[src/rtl/dram_read_arbiter.sv]
// Two-port round-robin read arbiter/sequencer in front of a single-port dram_bank.
// Optional open-row-hit priority is enabled by defining DRAM_ARB_ROW_HIT_PRIORITY_EN.
module dram_read_arbiter #(
    parameter int ROW_W   = 4,
    parameter int DATA_W  = 32,
    parameter int TIMEOUT = 31
) (
    input  logic              clk,
    input  logic              rst,
    input  logic [1:0]        req,
    input  logic [ROW_W-1:0]  row0,
    input  logic [ROW_W-1:0]  row1,
    output logic [1:0]        gnt,
    output logic [1:0]        rsp_valid,
    output logic [DATA_W-1:0] rsp_data,
    output logic              rsp_err,
    output logic [ROW_W-1:0]  bank_row,
    output logic              bank_valid,
    input  logic [DATA_W-1:0] bank_data,
    input  logic              bank_out_valid
);

    localparam logic [7:0] TIMEOUT_C = 8'(TIMEOUT);

    typedef enum logic [1:0] {
        IDLE  = 2'd0,
        ISSUE = 2'd1,
        WAIT  = 2'd2,
        RESP  = 2'd3
    } state_t;

    state_t            state_r, state_s;
    logic              id_r, id_s;
    logic [7:0]        cnt_r, cnt_s;
    logic              last_r, last_s;
    logic              win_s;
    logic              timeout_s;
    logic [1:0]        gnt_r, gnt_s;
    logic [1:0]        rsp_valid_r, rsp_valid_s;
    logic [DATA_W-1:0] rsp_data_r, rsp_data_s;
    logic              rsp_err_r, rsp_err_s;
    logic [ROW_W-1:0]  bank_row_r, bank_row_s;
    logic              bank_valid_r, bank_valid_s;

`ifdef DRAM_ARB_ROW_HIT_PRIORITY_EN
    logic [ROW_W-1:0]  open_row_r;
    logic              open_vld_r;
    logic              hit0_s, hit1_s;

    // Open-row comparison for both requesters
    always_comb begin
        hit0_s = open_vld_r && (row0 == open_row_r);
        hit1_s = open_vld_r && (row1 == open_row_r);
    end

    // Open-row tracker: set by every issue, invalidated when the bank times out
    always_ff @(posedge clk or posedge rst) begin
        if (rst) begin
            open_row_r <= '0;
            open_vld_r <= 1'b0;
        end else if (state_r == ISSUE) begin
            open_row_r <= bank_row_r;
            open_vld_r <= 1'b1;
        end else if (timeout_s) begin
            open_vld_r <= 1'b0;
        end else begin
            open_row_r <= open_row_r;
            open_vld_r <= open_vld_r;
        end
    end
`endif

    // Winner selection: lone requester wins, ties go to the one not served last
    always_comb begin
        win_s = 1'b0;
        if (req == 2'b01) begin
            win_s = 1'b0;
        end else if (req == 2'b10) begin
            win_s = 1'b1;
        end else if (req == 2'b11) begin
`ifdef DRAM_ARB_ROW_HIT_PRIORITY_EN
            if (hit0_s && !hit1_s) begin
                win_s = 1'b0;
            end else if (hit1_s && !hit0_s) begin
                win_s = 1'b1;
            end else begin
                win_s = ~last_r;
            end
`else
            win_s = ~last_r;
`endif
        end else begin
            win_s = 1'b0;
        end
    end

    // Timeout fires only when no bank data arrives in the same cycle
    always_comb begin
        timeout_s = (state_r == WAIT) && !bank_out_valid && (cnt_r == TIMEOUT_C);
    end

    // Next-state and next-output computation; outputs are registered below
    always_comb begin
        state_s      = state_r;
        id_s         = id_r;
        cnt_s        = cnt_r;
        last_s       = last_r;
        gnt_s        = 2'b00;
        rsp_valid_s  = 2'b00;
        rsp_data_s   = rsp_data_r;
        rsp_err_s    = rsp_err_r;
        bank_row_s   = bank_row_r;
        bank_valid_s = 1'b0;
        case (state_r)
            IDLE: begin
                if (req != 2'b00) begin
                    state_s      = ISSUE;
                    id_s         = win_s;
                    gnt_s        = win_s ? 2'b10 : 2'b01;
                    bank_valid_s = 1'b1;
                    bank_row_s   = win_s ? row1 : row0;
                end else begin
                    state_s = IDLE;
                end
            end
            ISSUE: begin
                cnt_s   = 8'd0;
                state_s = WAIT;
            end
            WAIT: begin
                if (bank_out_valid) begin
                    rsp_data_s  = bank_data;
                    rsp_err_s   = 1'b0;
                    rsp_valid_s = id_r ? 2'b10 : 2'b01;
                    state_s     = RESP;
                end else if (timeout_s) begin
                    rsp_data_s  = '0;
                    rsp_err_s   = 1'b1;
                    rsp_valid_s = id_r ? 2'b10 : 2'b01;
                    state_s     = RESP;
                end else begin
                    cnt_s = cnt_r + 8'd1;
                end
            end
            RESP: begin
                last_s  = id_r;
                state_s = IDLE;
            end
            default: begin
                state_s = IDLE;
            end
        endcase
    end

    // State and registered-output update
    always_ff @(posedge clk or posedge rst) begin
        if (rst) begin
            state_r      <= IDLE;
            id_r         <= 1'b0;
            cnt_r        <= 8'd0;
            last_r       <= 1'b1;
            gnt_r        <= 2'b00;
            rsp_valid_r  <= 2'b00;
            rsp_data_r   <= '0;
            rsp_err_r    <= 1'b0;
            bank_row_r   <= '0;
            bank_valid_r <= 1'b0;
        end else begin
            state_r      <= state_s;
            id_r         <= id_s;
            cnt_r        <= cnt_s;
            last_r       <= last_s;
            gnt_r        <= gnt_s;
            rsp_valid_r  <= rsp_valid_s;
            rsp_data_r   <= rsp_data_s;
            rsp_err_r    <= rsp_err_s;
            bank_row_r   <= bank_row_s;
            bank_valid_r <= bank_valid_s;
        end
    end

    assign gnt        = gnt_r;
    assign rsp_valid  = rsp_valid_r;
    assign rsp_data   = rsp_data_r;
    assign rsp_err    = rsp_err_r;
    assign bank_row   = bank_row_r;
    assign bank_valid = bank_valid_r;

endmodule

[config.mk]
export PLATFORM = sky130hd
export DESIGN_NAME = dram_read_arbiter
export DESIGN_NICKNAME = d
export VERILOG_FILES = /design/src/rtl/dram_read_arbiter.sv
export SDC_FILE = /design/constraint.sdc
export NUM_CORES = 1
export LEC_CHECK = 0
export BUFFER_PORTS_ARGS = -buffer_cell sky130_fd_sc_hd__buf_2
export CAP_MARGIN = 20
export CORE_AREA = 10 10 80 82
export CTS_CLUSTER_SIZE = 16
export DETAILED_ROUTE_END_ITERATION = 10
export DIE_AREA = 0 0 90 92
export GPL_TIMING_DRIVEN = 0
export PLACE_DENSITY_LB_ADDON = 0.12
export SETUP_SLACK_MARGIN = 0.2
export SYNTH_ARGS = -nofsm -noshare
export SYNTH_HDL_FRONTEND = slang
export SYNTH_SLANG_ARGS = --single-unit
export TNS_END_PERCENT = 30
[constraint.sdc]
create_clock -name clk -period 2.1 [get_ports clk]
set_input_delay 0.21 -clock clk [delete_from_list [all_inputs] [get_ports clk]]
set_output_delay 0.21 -clock clk [all_outputs]
set_load 0.01 [all_outputs]
==> results of run 1 <==
==> cells in the mapped netlist (all sizes together) <==
cell,number
nor3,1
o311ai,1
a22o,33
o31ai,1
and4,1
mux2i,6
and3,2
buf,5
nand4,1
dfrtp,53
a311o,1
nor2b,1
clkbuf,4
a21oi,6
nor2,7
inv,7
nand3,4
a21boi,1
dfstp,1
a21o,1
nand2,9
nand2b,2
and2,4
ha,6
o21ai,12
mux2,3
==> metrics by stage <==
step	cells	power, mW	util
finish	339	3.98	0.592
global route	339	4.30	0.592
CTS	339	4.04	0.590
detailed placement	330	3.34	0.566
global placement	329	3.31	0.562
floorplan	173	2.71	-
==> cells in the final DEF, fill, tap and decap left out, types with 2 or more instances in the layout <==
| cell type | synthesis | layout |
|---|---|---|
| a21oi_1 | 5 | 5 |
| a22o_1 | 33 | 33 |
| and2_1 | 2 | 2 |
| and2_4 | 2 | 2 |
| and3_1 | 2 | 2 |
| buf_2 | 0 | 86 |
| buf_6 | 4 | 4 |
| clkbuf_1 | 4 | 6 |
| clkbuf_8 | 0 | 5 |
| dfrtp_1 | 53 | 53 |
| ha_1 | 6 | 6 |
| inv_1 | 7 | 6 |
| mux2_2 | 2 | 2 |
| mux2i_1 | 6 | 6 |
| nand2_1 | 9 | 9 |
| nand3_1 | 4 | 4 |
| nor2_1 | 7 | 7 |
| o21ai_0 | 9 | 9 |
| o21ai_1 | 2 | 2 |
==> layer usage <==
layer  global-route usage  wire length (um)
met5                    0                 0
met4               0.0517               134
met3               0.0456               402
met2                0.189              2360
met1                0.176              2510
==> path summary, 6_finish.rpt <==
| kind | startpoint | endpoint | slack [ns] | cells past startpoint |
|---|---|---|---|---|
| worst min-delay path | bank_data[3] | rsp_data[3] | 0.13 | 2 |
| worst max-delay path | state_r[0] | cnt_r[0] | 0.32 | 6 |
| worst min register to register | bank_row[0] | bank_row[0] | 0.48 | 2 |
| min in group asynchronous | rst | rsp_data[31] | 0.45 | 3 |
| max in group asynchronous | rst | rsp_data[13] | 1.13 | 4 |
| worst max register to register | state_r[0] | cnt_r[0] | 0.32 | 6 |
==> cells by family (layout without fill, tap and decap cells) <==
kind of cell | after synthesis | count (layout) | synth area share
buffers and inverters | 16 | 112 | 0.0418
adder cells (fa/ha/maj) | 6 | 6 | 0.0334
multiplexers | 9 | 9 | 0.0435
AO/OA/AOI/OAI | 56 | 56 | 0.200
AND/OR/NAND/NOR | 32 | 32 | 0.0786
flip-flops | 54 | 54 | 0.603
==> sequential cells by signal (all words and copies together), names as in the netlist <==
name        count
last_r          1
rsp_data       32
id_r            1
rsp_err         1
cnt_r           8
bank_valid      1
rsp_valid       2
state_r         2
bank_row        4
gnt             2
==> power by group through the flow <==
stage          clock network [mW]  registers, mW  logic [mW]
2_1_floorplan                   0           1.86       0.849
3_3_place_gp                    0           1.68        1.64
3_5_place_dp                    0           1.69        1.65
4_1_cts                     0.708           1.67        1.67
5_1_grt                     0.730           1.73        1.84
6_report                    0.679           1.67        1.63
==> timing repair <==
item	CTS	global route
hold buffers	1	0
setup buffers	0	0
endpoints found under the setup margin	0	4
hold endpoints to repair	15	0
gates resized for setup	0	1
==> worst max-delay path, delay by kind of cell, from the launching register on <==
| kind | cells | cell delay, ns |
|---|---|---|
| DFF | 1 | 0.42 |
| muxes | 1 | 0.27 |
| AOI/OAI and AO/OA | 1 | 0.42 |
| and+or+nand+nor | 1 | 0.08 |
| adders and majority gates | 1 | 0.18 |
| buffers and inverters | 2 | 0.32 |
==> cell type report <==
| type | count | share of cell area |
|---|---|---|
| buffer | 9 | 0.0232 |
| timing repair buffer | 88 | 0.158 |
| inverter | 7 | 0.00904 |
| tap | 70 | 0.0301 |
| clock buffer | 7 | 0.0263 |
| sequential | 54 | 0.465 |
| clock inverter | 1 | 0.0103 |
| multi-input combinational | 103 | 0.277 |
==> metrics.md, run 1 <==
| Metric | Value |
|---|---|
| Warnings from Yosys | 0 |
| Layout Skew | 0.00709 ns |
| Skew-Pair Late Insertion Delay | 0.30 ns |
| Post-synthesis sequential area ratio | 0.603 |
| Placeable Area | 0.00491 sq mm |
| ANT nets after route | 0 |
| Maximum vdd drop | 0.552 mV |
| Worst setup SP type | flop |
| HPWL after detailed placement | 4.01 mm |
| Antenna violations before repair | 0 |
| CTS sink cnt | 54 |
| Clk network pwr share | 0.171 |
| Pwr per Cell Area | 1370 mW/mm^2 |
| Post-synth net total | 224 |
| Clk buf depth | 2 |
| Pins Over Slew Limit | 0 |
| Total gr overflow | 0 |
| Maxcap violations | 0 |
| Global-route wire length before repair | 8.91 mm |
| Sw Share | 0.346 |
| Post-route cell area | 0.00291 sq mm |
| CP peak stage delay | 0.42 ns |
| Worst-path cell chain | inv_1 > ha_1 > buf_4 > nor2_1 > a311o_4 > mux2_4 |
| Cell variety after synth | 33 |
| Critical path class | flop to flop |
| RSZ-0062 raised after global routing | false |
| Die W | 90 um |
| PnR worst setup slack | 0.320 ns |
| Slew of the pin with the lowest slew margin | 0.459 ns |
| CP max FO | 10 |
| Gp weighted congestion | 0.737 |
| Status | complete, no violations |
| Sequential power share | 0.419 |
| Synth Cell Area | 0.00224 sq mm |
| I/O pins | 87 |
| DRT Wirelength | 5.40 mm |
| Largest net degree at the start of global routing | 39 |
| Main area contributors after synthesis | dfrtp_1 (59%), a22o_1 (13%), ha_1 (3.3%), mux2i_1 (2.7%), o21ai_0 (2.0%) |
| Sw Pwr | 1.38 mW |
| Required time worst endpoint | 2.30 ns |
| Pre-antenna DRT Iters | 4 |
| Reg clk slew, reported paths | 0.09 ns |
| Dpl ws | 0.274 ns |
| Die area | 0.00828 sq mm |
| Share of layout cells above drive strength 1 | 0.416 |
| Clock root cell | clkbuf_8 |
| Max Clock Freq | 562 MHz |
| Slew margin rel. | 0.694 |
| Area Growth Syn to Fin | 29.5% |
| Yosys reg bits | 54 |
| Fillers | 425 |
| Vias in the first global route | 1759 |
| Area post-placement | 0.00278 sq mm |
| Final period util | 0.848 |
| Top cell type's share of synthesized area | 0.591 |
| Critical Path AT | 1.98 ns |
| Cell count after synthesis | 173 |
| Combinational share of power | 0.410 |
| Vias per cell | 4.93 |
| Final setup fails | 0 |
| Final hold vios | 0 |
| Starting Density | 0.457 |
| DR WL/cell | 15.9 um |
| CP max-delay cell | dfrtp_1 |
| Biggest area consumer among synthesized cells | dfrtp_1 |
| Syn Area/Cell | 13.0 sq um |
| P_int | 2.60 mW |
| Hold WS | 0.129 ns |
| Via Count | 1671 |
| H-tree depth | 2 |
| Sequential cell area | 0.00135 sq mm |
| Leak pwr | 1.56 nW |
| Core Rows | 26 |
| Num CTS Buffers | 5 |
| Post-layout minimum cycle time | 1.78 ns |
| Final setup TNS | 0 ns |
| Hold Crit Class | primary input to flop |
| PortBufs | 86 |
| Die H | 92 um |
| Final net count | 319 |
| Ant diodes | 0 |
| Area occupied by multi-input gates | 806 sq um |
| CTS tree | yes |
| DRC | 0 |
| Crit end category | flop |
| Gr usage total | 0.131 |
| 1st-iter DRT viols | 51 |
Power figures use the tool's default switching activity.
==> inputs of run 2 (changes only) <==
- CORE_AREA: 10 10 80 82 -> 10 10 84 86
- DIE_AREA: 0 0 90 92 -> 0 0 94 96
- clock period: 2.1 -> 1.4 ns (I/O delays scaled with it)
==> metrics.md, run 2 (same netlist as run 1, synthesis figures left out) <==
| Metric | Value |
|---|---|
| Post-layout minimum cycle time | 1.60 ns |
| Gr usage total | 0.120 |
| Num CTS Buffers | 5 |
| Clk buf depth | 2 |
| Post-Layout Cell Count | 358 |
| Leak pwr | 1.68 nW |
| Slew of the pin with the lowest slew margin | 0.542 ns |
| CTS tree | yes |
| WHS Path Cells | 2 |
| Worst Reg2Reg Path Length in Cells | 5 |
| Reg clk slew, reported paths | 0.10 ns |
| PortBufs | 86 |
| DR WL/cell | 15.9 um |
| 1st-iter DRT viols | 87 |
| Vias per cell | 4.95 |
| Critical Path AT | 1.79 ns |
| Share of layout cells above drive strength 1 | 0.497 |
| P_int | 4.19 mW |
| Final setup fails | 43 |
| Final net count | 336 |
| Die area | 0.00902 sq mm |
| Max reg flops | 32 |
| PnR worst setup slack | -0.199 ns |
| ANT nets after route | 0 |
| Worst r2r src | state_r[1] |
| Total gr overflow | 0 |
| Clk network pwr share | 0.139 |
| Crit end category | flop |
| DRT Wirelength | 5.68 mm |
| Hold Crit Class | primary input to flop |
| Placeable Area | 0.00541 sq mm |
| Pwr per Cell Area | 2050 mW/mm^2 |
| Maxcap violations | 0 |
| HPWL after detailed placement | 4.12 mm |
| Core Rows | 27 |
| Max Clock Freq | 625 MHz |
| Final period util | 1.14 |
| Vias in the first global route | 1673 |
| Pre-antenna DRT Iters | 4 |
| Worst-path cell chain | ha_4 > and2_4 > buf_6 > a311o_4 > mux2_4 |
| FF-to-FF setup slack | -0.20 ns |
| Failing checks | negative setup slack |
| Required time worst endpoint | 1.59 ns |
| Antenna violations before repair | 0 |
| Status | finished, violations left |
| Hold path endpoint | rsp_data[14] |
| Skew-Pair Late Insertion Delay | 0.30 ns |
| Combinational share of power | 0.474 |
| Clock root cell | clkbuf_8 |
| Maximum vdd drop | 0.874 mV |
| Placed Cells | 332 |
| CP peak stage delay | 0.43 ns |
| Sw Pwr | 2.25 mW |
| HP Start | bank_data[14] |
| CP max FO | 7 |
| Area Growth Syn to Fin | 39.9% |
| Commonest cells after routing, fill and taps aside | buf_2 (87), dfrtp_1 (53), a22o_1 (33) |
| RSZ-0062 raised after global routing | true |
| Layout Skew | 0.00552 ns |
| Die W | 94 um |
| I/O pins | 87 |
| Reg2reg end | cnt_r[0] |
| H-tree depth | 2 |
| Top delay family on crit path | flip-flops |
| PnR Total Power | 6.44 mW |
| Most common cell after layout, fill and taps aside | buf_2 |
| Number of cells on the critical path | 5 |
| Slew margin rel. | 0.638 |
| CTS sink cnt | 54 |
| Die H | 96 um |
| Sw Share | 0.349 |
| Final hold vios | 0 |
| Via Count | 1772 |
| Critical path class | flop to flop |
| Global-route wire length before repair | 8.76 mm |
| Ant diodes | 0 |
| Worst setup SP type | flop |
| Largest net degree at the start of global routing | 31 |
| Gp weighted congestion | 0.737 |
| CP max-delay cell | dfrtp_1 |
| Starting Density | 0.415 |
| Pins Over Slew Limit | 0 |
| Fillers | 474 |
| DRC | 0 |
| Buf/Inv on CP | 1 |
| Sequential power share | 0.387 |
## run 2: cell count changes in the layout (fill, tap and decap cells not counted), moves of 2 or more
cell	change
buf_12	+2
buf_4	+11
buf_6	+2
clkbuf_1	-5
clkbuf_8	+2
ha_1	-4
ha_2	+3
o21ai_0	-5
o21ai_1	+3
o21ai_2	+2
## run 2: power groups by stage
stage               combinational (mW)  sequential, mW  clock (mW)
finish                            3.05            2.49       0.895
global route                      3.35            2.55       0.999
CTS                               2.91            2.49       0.921
detailed placement                2.61            2.54           0
global placement                  2.58            2.52           0
floorplan                         1.38            2.80           0
## run 2: worst register-to-register path, cell delays in order (launching register included)
cell and delay [ns]:
dfrtp_1 0.43, ha_4 0.18, and2_4 0.13, buf_6 0.12
a311o_4 0.36, mux2_4 0.27
## run 2: worst max path at each step
| stage | from | end | slack (ns) |
|---|---|---|---|
| 2_1_floorplan | state_r[0] | cnt_r[0] | -0.17 |
| 3_3_place_gp | rst | bank_row[2] | -0.75 |
| 3_5_place_dp | state_r[0] | cnt_r[0] | -0.25 |
| 4_1_cts | state_r[1] | cnt_r[0] | -0.21 |
| 5_1_grt | state_r[1] | cnt_r[0] | -0.26 |
| 6_report | state_r[1] | cnt_r[0] | -0.20 |
## run 2: repair_timing
action                     4_1_cts  5_1_grt
resized for setup               12       14
gates cloned                     0        3
hold buffers                     1        0
hold endpoints to repair        23        0
pin swaps                        9        8
setup buffers                   11        3
setup endpoints to repair       51       50
## run 2: routing by layer
metal	vias up	global-route usage	part of all wire
met4	0	0.0228	0.0070
met1	854	0.163	0.46
li1	857	-	-
met3	4	0.0459	0.080
met5	-	0	0
met2	57	0.179	0.45
## run 2: area by class of cell
class	count	area, sq um	share of cell area
Sequential cell	54	1350	0.431
Clock inverter	2	12.5	0.00398
Multi-Input combinational cell	103	851	0.271
Clock buffer	6	82.6	0.0263
Tap cell	72	90.1	0.0287
Buffer	9	96.3	0.0307
Timing Repair Buffer	105	629	0.200
Inverter	7	26.3	0.00837
## run 2: per-stage QoR
stage	worst slack, ns	setup TNS [ns]	cell area [sq um]	hold WS (ns)	utilization
after global routing	-0.258	-8.57	3140	0.0398	0.581
after CTS	-0.208	-5.38	3040	0.0477	0.563
after detailed placement	-0.248	-7.82	2830	0.216	0.523
final	-0.199	-6.30	3140	0.0552	0.581
after floorplan	-0.166	-5.57	2290	0.280	-
after global placement	-0.753	-47.67	2810	0.365	0.519
